--- config.mk ---
export PLATFORM = sky130hd
export DESIGN_NAME = controle_jogo_flat
export DESIGN_NICKNAME = d
export VERILOG_FILES = /design/src/rtl/controle_jogo_if.sv /design/src/rtl/controle_jogo.sv /design/src/flat_wrapper.sv
export SDC_FILE = /design/constraint.sdc
export NUM_CORES = 1
export LEC_CHECK = 0
export CAP_MARGIN = 20
export CORE_AREA = 3 3 78 80
export CTS_CLUSTER_DIAMETER = 40
export DETAILED_ROUTE_END_ITERATION = 12
export DIE_AREA = 0 0 81 83
export GPL_TIMING_DRIVEN = 1
export PLACE_DENSITY = 0.7
export SYNTH_ARGS = -nofsm -noshare
export SYNTH_HDL_FRONTEND = slang
export SYNTH_SLANG_ARGS = --single-unit
--- constraint.sdc ---
create_clock -name clk -period 3 [get_ports clk]
set_input_delay 0.45 -clock clk [delete_from_list [all_inputs] [get_ports clk]]
set_output_delay 0.45 -clock clk [all_outputs]
set_load 0.1 [all_outputs]
--- src/rtl/controle_jogo_if.sv ---
// ============================================================================
// Module   : controle_jogo_if
// Purpose  : Bundles the game sequencer's button, password and guess inputs
//            together with its status outputs.
// Ports    : master - drives buttons, new passwords and guesses; reads status
//            slave  - the sequencer side (controle_jogo)
// Revision : 1.0 - initial release
// ============================================================================
`default_nettype none

interface controle_jogo_if;
  logic       iniciar;
  logic       confirmar;
  logic [3:0] senha_a_in;
  logic [2:0] senha_b_in;
  logic [3:0] tentativa_a;
  logic [2:0] tentativa_b;
  logic [3:0] senha_a;
  logic [2:0] senha_b;
  logic       fase_b_ativa;
  logic [2:0] estado;
  logic [3:0] tentativas_restantes;
  logic       erro_flash;
  logic       vitoria;
  logic       derrota;

  modport master (
    output iniciar, confirmar, senha_a_in, senha_b_in, tentativa_a, tentativa_b,
    input  senha_a, senha_b, fase_b_ativa, estado, tentativas_restantes,
           erro_flash, vitoria, derrota
  );

  modport slave (
    input  iniciar, confirmar, senha_a_in, senha_b_in, tentativa_a, tentativa_b,
    output senha_a, senha_b, fase_b_ativa, estado, tentativas_restantes,
           erro_flash, vitoria, derrota
  );
endinterface

`default_nettype wire

--- src/rtl/controle_jogo.sv ---
// ============================================================================
// Module   : controle_jogo
// Purpose  : Two-phase password game sequencer. Latches the secret passwords
//            on start, judges confirmed guesses, moves from phase A to phase
//            B, counts down the shared attempt budget, holds a wrong-guess
//            flash and flags victory or defeat. All outputs are registered.
// Ports    : clk   - system clock
//            reset - synchronous, active-high reset
//            bus   - controle_jogo_if.slave (buttons, passwords, guesses in;
//                    latched passwords, phase, state, attempts, flags out)
// Revision : 1.0 - initial release
// ============================================================================
`default_nettype none

module controle_jogo #(
  parameter int MAX_TENTATIVAS = 8,
  parameter int TEMPO_ERRO     = 25000000
) (
  input  wire logic     clk,
  input  wire logic     reset,
  controle_jogo_if.slave bus
);

  typedef enum logic [2:0] {
    OCIOSO  = 3'd0,
    FASE_A  = 3'd1,
    FASE_B  = 3'd2,
    ERRO    = 3'd3,
    VITORIA = 3'd4,
    DERROTA = 3'd5
  } state_t;

  localparam logic [3:0]  MAX_CNT  = 4'(MAX_TENTATIVAS);
  localparam logic [24:0] ERRO_INI = 25'(TEMPO_ERRO - 1);

  state_t      state, state_n;
  logic [3:0]  senha_a, senha_a_n;
  logic [2:0]  senha_b, senha_b_n;
  logic [3:0]  tentativas, tentativas_n;
  logic [24:0] err_cnt, err_cnt_n;
  logic        ret_b, ret_b_n;          // phase to resume after the flash
  logic        erro_flash, erro_flash_n;
  logic        fase_b, fase_b_n;
  logic        vitoria, vitoria_n;
  logic        derrota, derrota_n;
  logic        prev_ini, prev_conf;

  logic        rise_ini, rise_conf, guess_ok;

  assign rise_ini  = bus.iniciar   & ~prev_ini;
  assign rise_conf = bus.confirmar & ~prev_conf;

  // Only one of the two comparisons matters in each playing phase.
  assign guess_ok = (state == FASE_B) ? (bus.tentativa_b == senha_b)
                                      : (bus.tentativa_a == senha_a);

  always_comb begin
    state_n      = state;
    senha_a_n    = senha_a;
    senha_b_n    = senha_b;
    tentativas_n = tentativas;
    err_cnt_n    = err_cnt;
    ret_b_n      = ret_b;

    case (state)
      OCIOSO, VITORIA, DERROTA: begin
        // confirmar is simply not looked at here, so a simultaneous
        // confirm never competes with the start.
        if (rise_ini) begin
          senha_a_n    = bus.senha_a_in;
          senha_b_n    = bus.senha_b_in;
          tentativas_n = MAX_CNT;
          ret_b_n      = 1'b0;
          state_n      = FASE_A;
        end
      end
      FASE_A, FASE_B: begin
        if (rise_conf) begin
          if (guess_ok) begin
            state_n = (state == FASE_A) ? FASE_B : VITORIA;
          end else if (tentativas == 4'd1) begin
            // Last attempt spent: straight to defeat, no flash.
            tentativas_n = 4'd0;
            state_n      = DERROTA;
          end else begin
            tentativas_n = tentativas - 4'd1;
            ret_b_n      = (state == FASE_B);
            err_cnt_n    = ERRO_INI;
            state_n      = ERRO;
          end
        end
      end
      ERRO: begin
        // Counter loaded with TEMPO_ERRO-1 on entry, so ERRO lasts exactly
        // TEMPO_ERRO cycles. Confirm rises here are dropped.
        if (err_cnt == 25'd0) begin
          state_n = ret_b ? FASE_B : FASE_A;
        end else begin
          err_cnt_n = err_cnt - 25'd1;
        end
      end
      default: state_n = OCIOSO;        // unused codes 6 and 7
    endcase

    // Flags are decoded from the next state so they are registered alongside it.
    erro_flash_n = (state_n == ERRO);
    fase_b_n     = (state_n == FASE_B) || (state_n == VITORIA) ||
                   ((state_n == ERRO) && ret_b_n);
    vitoria_n    = (state_n == VITORIA);
    derrota_n    = (state_n == DERROTA);
  end

  always_ff @(posedge clk) begin
    if (reset) begin
      state      <= OCIOSO;
      senha_a    <= 4'd0;
      senha_b    <= 3'd0;
      tentativas <= MAX_CNT;
      err_cnt    <= 25'd0;
      ret_b      <= 1'b0;
      erro_flash <= 1'b0;
      fase_b     <= 1'b0;
      vitoria    <= 1'b0;
      derrota    <= 1'b0;
      // Prev set to 1 so a button held through reset needs a release first.
      prev_ini   <= 1'b1;
      prev_conf  <= 1'b1;
    end else begin
      state      <= state_n;
      senha_a    <= senha_a_n;
      senha_b    <= senha_b_n;
      tentativas <= tentativas_n;
      err_cnt    <= err_cnt_n;
      ret_b      <= ret_b_n;
      erro_flash <= erro_flash_n;
      fase_b     <= fase_b_n;
      vitoria    <= vitoria_n;
      derrota    <= derrota_n;
      prev_ini   <= bus.iniciar;
      prev_conf  <= bus.confirmar;
    end
  end

  assign bus.senha_a              = senha_a;
  assign bus.senha_b              = senha_b;
  assign bus.fase_b_ativa         = fase_b;
  assign bus.estado               = state;
  assign bus.tentativas_restantes = tentativas;
  assign bus.erro_flash           = erro_flash;
  assign bus.vitoria              = vitoria;
  assign bus.derrota              = derrota;

endmodule

`default_nettype wire

--- src/flat_wrapper.sv ---
// flat-port wrapper written by rule: the top's interface ports become plain ports
module controle_jogo_flat 
#(
  parameter int MAX_TENTATIVAS = 8,
  parameter int TEMPO_ERRO     = 25000000
)
  (clk, reset, bus_iniciar, bus_confirmar, bus_senha_a_in, bus_senha_b_in, bus_tentativa_a, bus_tentativa_b, bus_senha_a, bus_senha_b, bus_fase_b_ativa, bus_estado, bus_tentativas_restantes, bus_erro_flash, bus_vitoria, bus_derrota);
  controle_jogo_if bus_i ();
  input  wire logic clk;
  input  wire logic reset;
  input wire logic [$bits(bus_i.iniciar)-1:0] bus_iniciar;
  input wire logic [$bits(bus_i.confirmar)-1:0] bus_confirmar;
  input wire logic [$bits(bus_i.senha_a_in)-1:0] bus_senha_a_in;
  input wire logic [$bits(bus_i.senha_b_in)-1:0] bus_senha_b_in;
  input wire logic [$bits(bus_i.tentativa_a)-1:0] bus_tentativa_a;
  input wire logic [$bits(bus_i.tentativa_b)-1:0] bus_tentativa_b;
  output wire logic [$bits(bus_i.senha_a)-1:0] bus_senha_a;
  output wire logic [$bits(bus_i.senha_b)-1:0] bus_senha_b;
  output wire logic [$bits(bus_i.fase_b_ativa)-1:0] bus_fase_b_ativa;
  output wire logic [$bits(bus_i.estado)-1:0] bus_estado;
  output wire logic [$bits(bus_i.tentativas_restantes)-1:0] bus_tentativas_restantes;
  output wire logic [$bits(bus_i.erro_flash)-1:0] bus_erro_flash;
  output wire logic [$bits(bus_i.vitoria)-1:0] bus_vitoria;
  output wire logic [$bits(bus_i.derrota)-1:0] bus_derrota;
  assign bus_i.iniciar = bus_iniciar;
  assign bus_i.confirmar = bus_confirmar;
  assign bus_i.senha_a_in = bus_senha_a_in;
  assign bus_i.senha_b_in = bus_senha_b_in;
  assign bus_i.tentativa_a = bus_tentativa_a;
  assign bus_i.tentativa_b = bus_tentativa_b;
  assign bus_senha_a = bus_i.senha_a;
  assign bus_senha_b = bus_i.senha_b;
  assign bus_fase_b_ativa = bus_i.fase_b_ativa;
  assign bus_estado = bus_i.estado;
  assign bus_tentativas_restantes = bus_i.tentativas_restantes;
  assign bus_erro_flash = bus_i.erro_flash;
  assign bus_vitoria = bus_i.vitoria;
  assign bus_derrota = bus_i.derrota;
  controle_jogo #(.MAX_TENTATIVAS(MAX_TENTATIVAS), .TEMPO_ERRO(TEMPO_ERRO)) u_core (.clk(clk), .reset(reset), .bus(bus_i));
endmodule
==> results_dict.tcl <==
set metrics [dict create \
    post_cts_resized 0 \
    syn_inst 286 \
    drt.antenna.violating_nets 0 \
    drv_cap 0 \
    met3_length_um 232 \
    rrSetupSlack_ps 380 \
    dieHeight_um 83 \
    grt_pass1_vias 2033 \
    htreeDepth 2 \
    drtIter0Drc 161 \
    cts.clk_slew.worst_paths_ps 90 \
    insertion_delay_ps 300 \
    cts_tree "built" \
    final_nets 348 \
    startpoint "u_core.err_cnt[0]" \
    crit_chain "inv_1 -> ha_1 -> or3b_2 -> nor3b_1 -> nand2_4 -> o21ai_4 -> o2111a_1 -> nand2b_1 -> a31o_1" \
    crit_type "reg -> reg" \
    antenna_found_initial 0 \
    grt_overflow 0 \
    top_layer_used "met4" \
    leakagePower_nw 1.22 \
    synth_area_um2 2430 \
    dieWidth_um 81 \
    crit_required_ps 3190 \
    final-max-slew-violation-count 0 \
    wire_per_inst_um 13.6 \
    rsz0062_at_grt "no" \
    dr_total_vias 2183 \
    postPlaceCellArea_um2 2850 \
    grt_pass1_wl_um 9520 \
    routed_wl_um 5450 \
    crit_slowest_cell "or3b_2" \
    wl_met1_um 2680 \
    synth_area_per_cell_um2 8.49 \
    ir_drop_uv 221 \
    hp-class "reg -> reg" \
    rr_worst_depth 9 \
    regArea_um2 921 \
    synth_edf_count 0 \
    cp_max_fo 6 \
    ys_seq_area_frac 0.379 \
    synthArstFlopShare 0 \
    yosysWarningCount 0 \
    setup_viol 0 \
    cts_setup_buffers 0 \
    tns_ps 0 \
    finish.instance_area_um2 2960 \
    port_buffers 35 \
    num_rows 27 \
    gp_congestion 0.858 \
    tightest_slew_ps 548 \
    timing.rr.start "u_core.err_cnt[0]" \
    initial_core_util 0.444 \
    yosys.cell_types.count 51 \
    max_freq_ghz 0.381 \
    ys_ff_latch 46 \
    cp-endpoint "u_core.bus.fase_b_ativa" \
    synth_nets 307 \
    worst-path-buf-inv 1 \
    dp_cells 392 \
    p_per_area_nw_per_um2 461 \
    wl_met2_um 2470 \
    critical_path_cell_count 9 \
    stdcell_count 400 \
    drcViolationCount 0 \
    postCtsHoldBufs 0 \
    vias_per_cell 5.46 \
    antenna-diode-count 0 \
    io_pins 36 \
    fin_skew_ps 11.4 \
    layout-drive-gt1-share 0.168 \
    syn_to_final_growth_pct 21.7 \
    mostFrequentLayoutCells "dfxtp_1, nor2_1, nand2_1" \
    synth-main-ff-cell "dfxtp_1" \
    slowest_delay_ps 520 \
    cts_max_path_buffers 2 \
    cts_sinks 46 \
    r2r_end "u_core.bus.fase_b_ativa" \
    period_minus_slack_ps 2620 \
    cts_buffers 5 \
    first_pass_iters 4 \
    critPathTopFamily "simple AND/OR/NAND/NOR gates" \
    cp-end-kind "register" \
    nFillCells 527 \
    critPathLaunchType "register" \
    grt.total_usage 0.173 \
    fin_crit_sh 0.874 \
    grt_max_degree 24 \
    dp_hpwl_um 3950 \
    status "finished clean" \
    slew_headroom 0.633 \
    multi_input_area_um2 1410 \
    die_area_um2 6720 \
    arrival_ps 2820 \
    finalHoldViolations 0 \
    coreArea_um2 5470 \
    power_mw 1.36 \
    final_common_cell "dfxtp_1" \
    clock-root-buffer "clkbuf_8" \
]
[Yosys cell counts (all sizes together), types with 7 or more instances]
cell / number / share of area
dfxtp: 46 / 0.38
nor2: 35 / 0.054
nand2: 31 / 0.051
a21oi: 26 / 0.054
nor3: 16 / 0.033
nand2b: 10 / 0.026
a211oi: 8 / 0.035
inv: 8 / 0.012
or3: 8 / 0.021
clkbuf: 7 / 0.011
mux2i: 7 / 0.029
o21ai: 7 / 0.021
xor2: 7 / 0.025
[layout make-up]
cell class / count / area share
Multi-Input combinational cell: 220 / 0.475
Sequential cell: 46 / 0.312
Timing Repair Buffer: 46 / 0.135
Tap cell: 72 / 0.0305
Clock buffer: 5 / 0.0233
Clock inverter: 3 / 0.0135
Inverter: 8 / 0.0102
[kinds of logic after synthesis]
group                      after synthesis  share of synthesized area
AOI/OAI and AO/OA                       67                      0.203
DFF                                     46                      0.379
buffers and inverters                   20                     0.0422
and+or+nand+nor                        131                      0.288
adders and majority gates                3                     0.0155
xor gates and xnor gates                12                     0.0433
muxes                                    7                     0.0289
[how the worst min path moves through the flow]
| stage | from | endpoint | slack, ps | cells past startpoint |
|---|---|---|---|---|
| 3_5_place_dp | u_core.err_cnt[24] | u_core.err_cnt[24] | 460 | 2 |
| 3_3_place_gp | u_core.err_cnt[24] | u_core.err_cnt[24] | 460 | 2 |
| 6_report | u_core.err_cnt[24] | u_core.err_cnt[24] | 480 | 2 |
| 5_1_grt | u_core.err_cnt[24] | u_core.err_cnt[24] | 520 | 2 |
| 2_1_floorplan | u_core.err_cnt[24] | u_core.err_cnt[24] | 440 | 2 |
| 4_1_cts | u_core.err_cnt[24] | u_core.err_cnt[24] | 480 | 2 |
[where the power goes]
part / internal (mW) / switching, mW / total [mW]
combinational: 0.0950 / 0.169 / 0.264
sequential: 0.625 / 0.0131 / 0.638
clock: 0.246 / 0.215 / 0.461
total: 0.966 / 0.397 / 1.36
[state kept, by name, indices dropped and copies added, names as in the netlist]
signal	flops
u_core.err_cnt	25
u_core.bus.senha_a	4
u_core.bus.tentativas_restantes	4
u_core.bus.estado	3
u_core.bus.senha_b	3
u_core.bus.derrota	1
u_core.bus.erro_flash	1
u_core.bus.fase_b_ativa	1
u_core.bus.vitoria	1
u_core.prev_conf	1
u_core.prev_ini	1
u_core.ret_b	1
[metrics by stage]
step,setup WS [ps],hold WS [ps],util
2_1_floorplan,106,443,-
3_3_place_gp,345,460,0.520
3_5_place_dp,265,462,0.520
4_1_cts,324,476,0.540
5_1_grt,169,523,0.540
6_report,377,479,0.540
[worst reg2reg max path, cell delays in order (launching register included)]
cell      delay [ps]
dfxtp_1          350
inv_1             60
ha_1             180
or3b_2           520
nor3b_1          440
nand2_4          150
o21ai_4          240
o2111a_1         290
nand2b_1          70
a31o_1           210
[routing by layer]
metal / GRT usage / vias up
met5: 0 / -
met4: 0.0461 / 0
met3: 0.0325 / 7
met2: 0.265 / 44
met1: 0.246 / 1025
li1: - / 1107
Note: power is estimated with default switching activity, not from simulation.
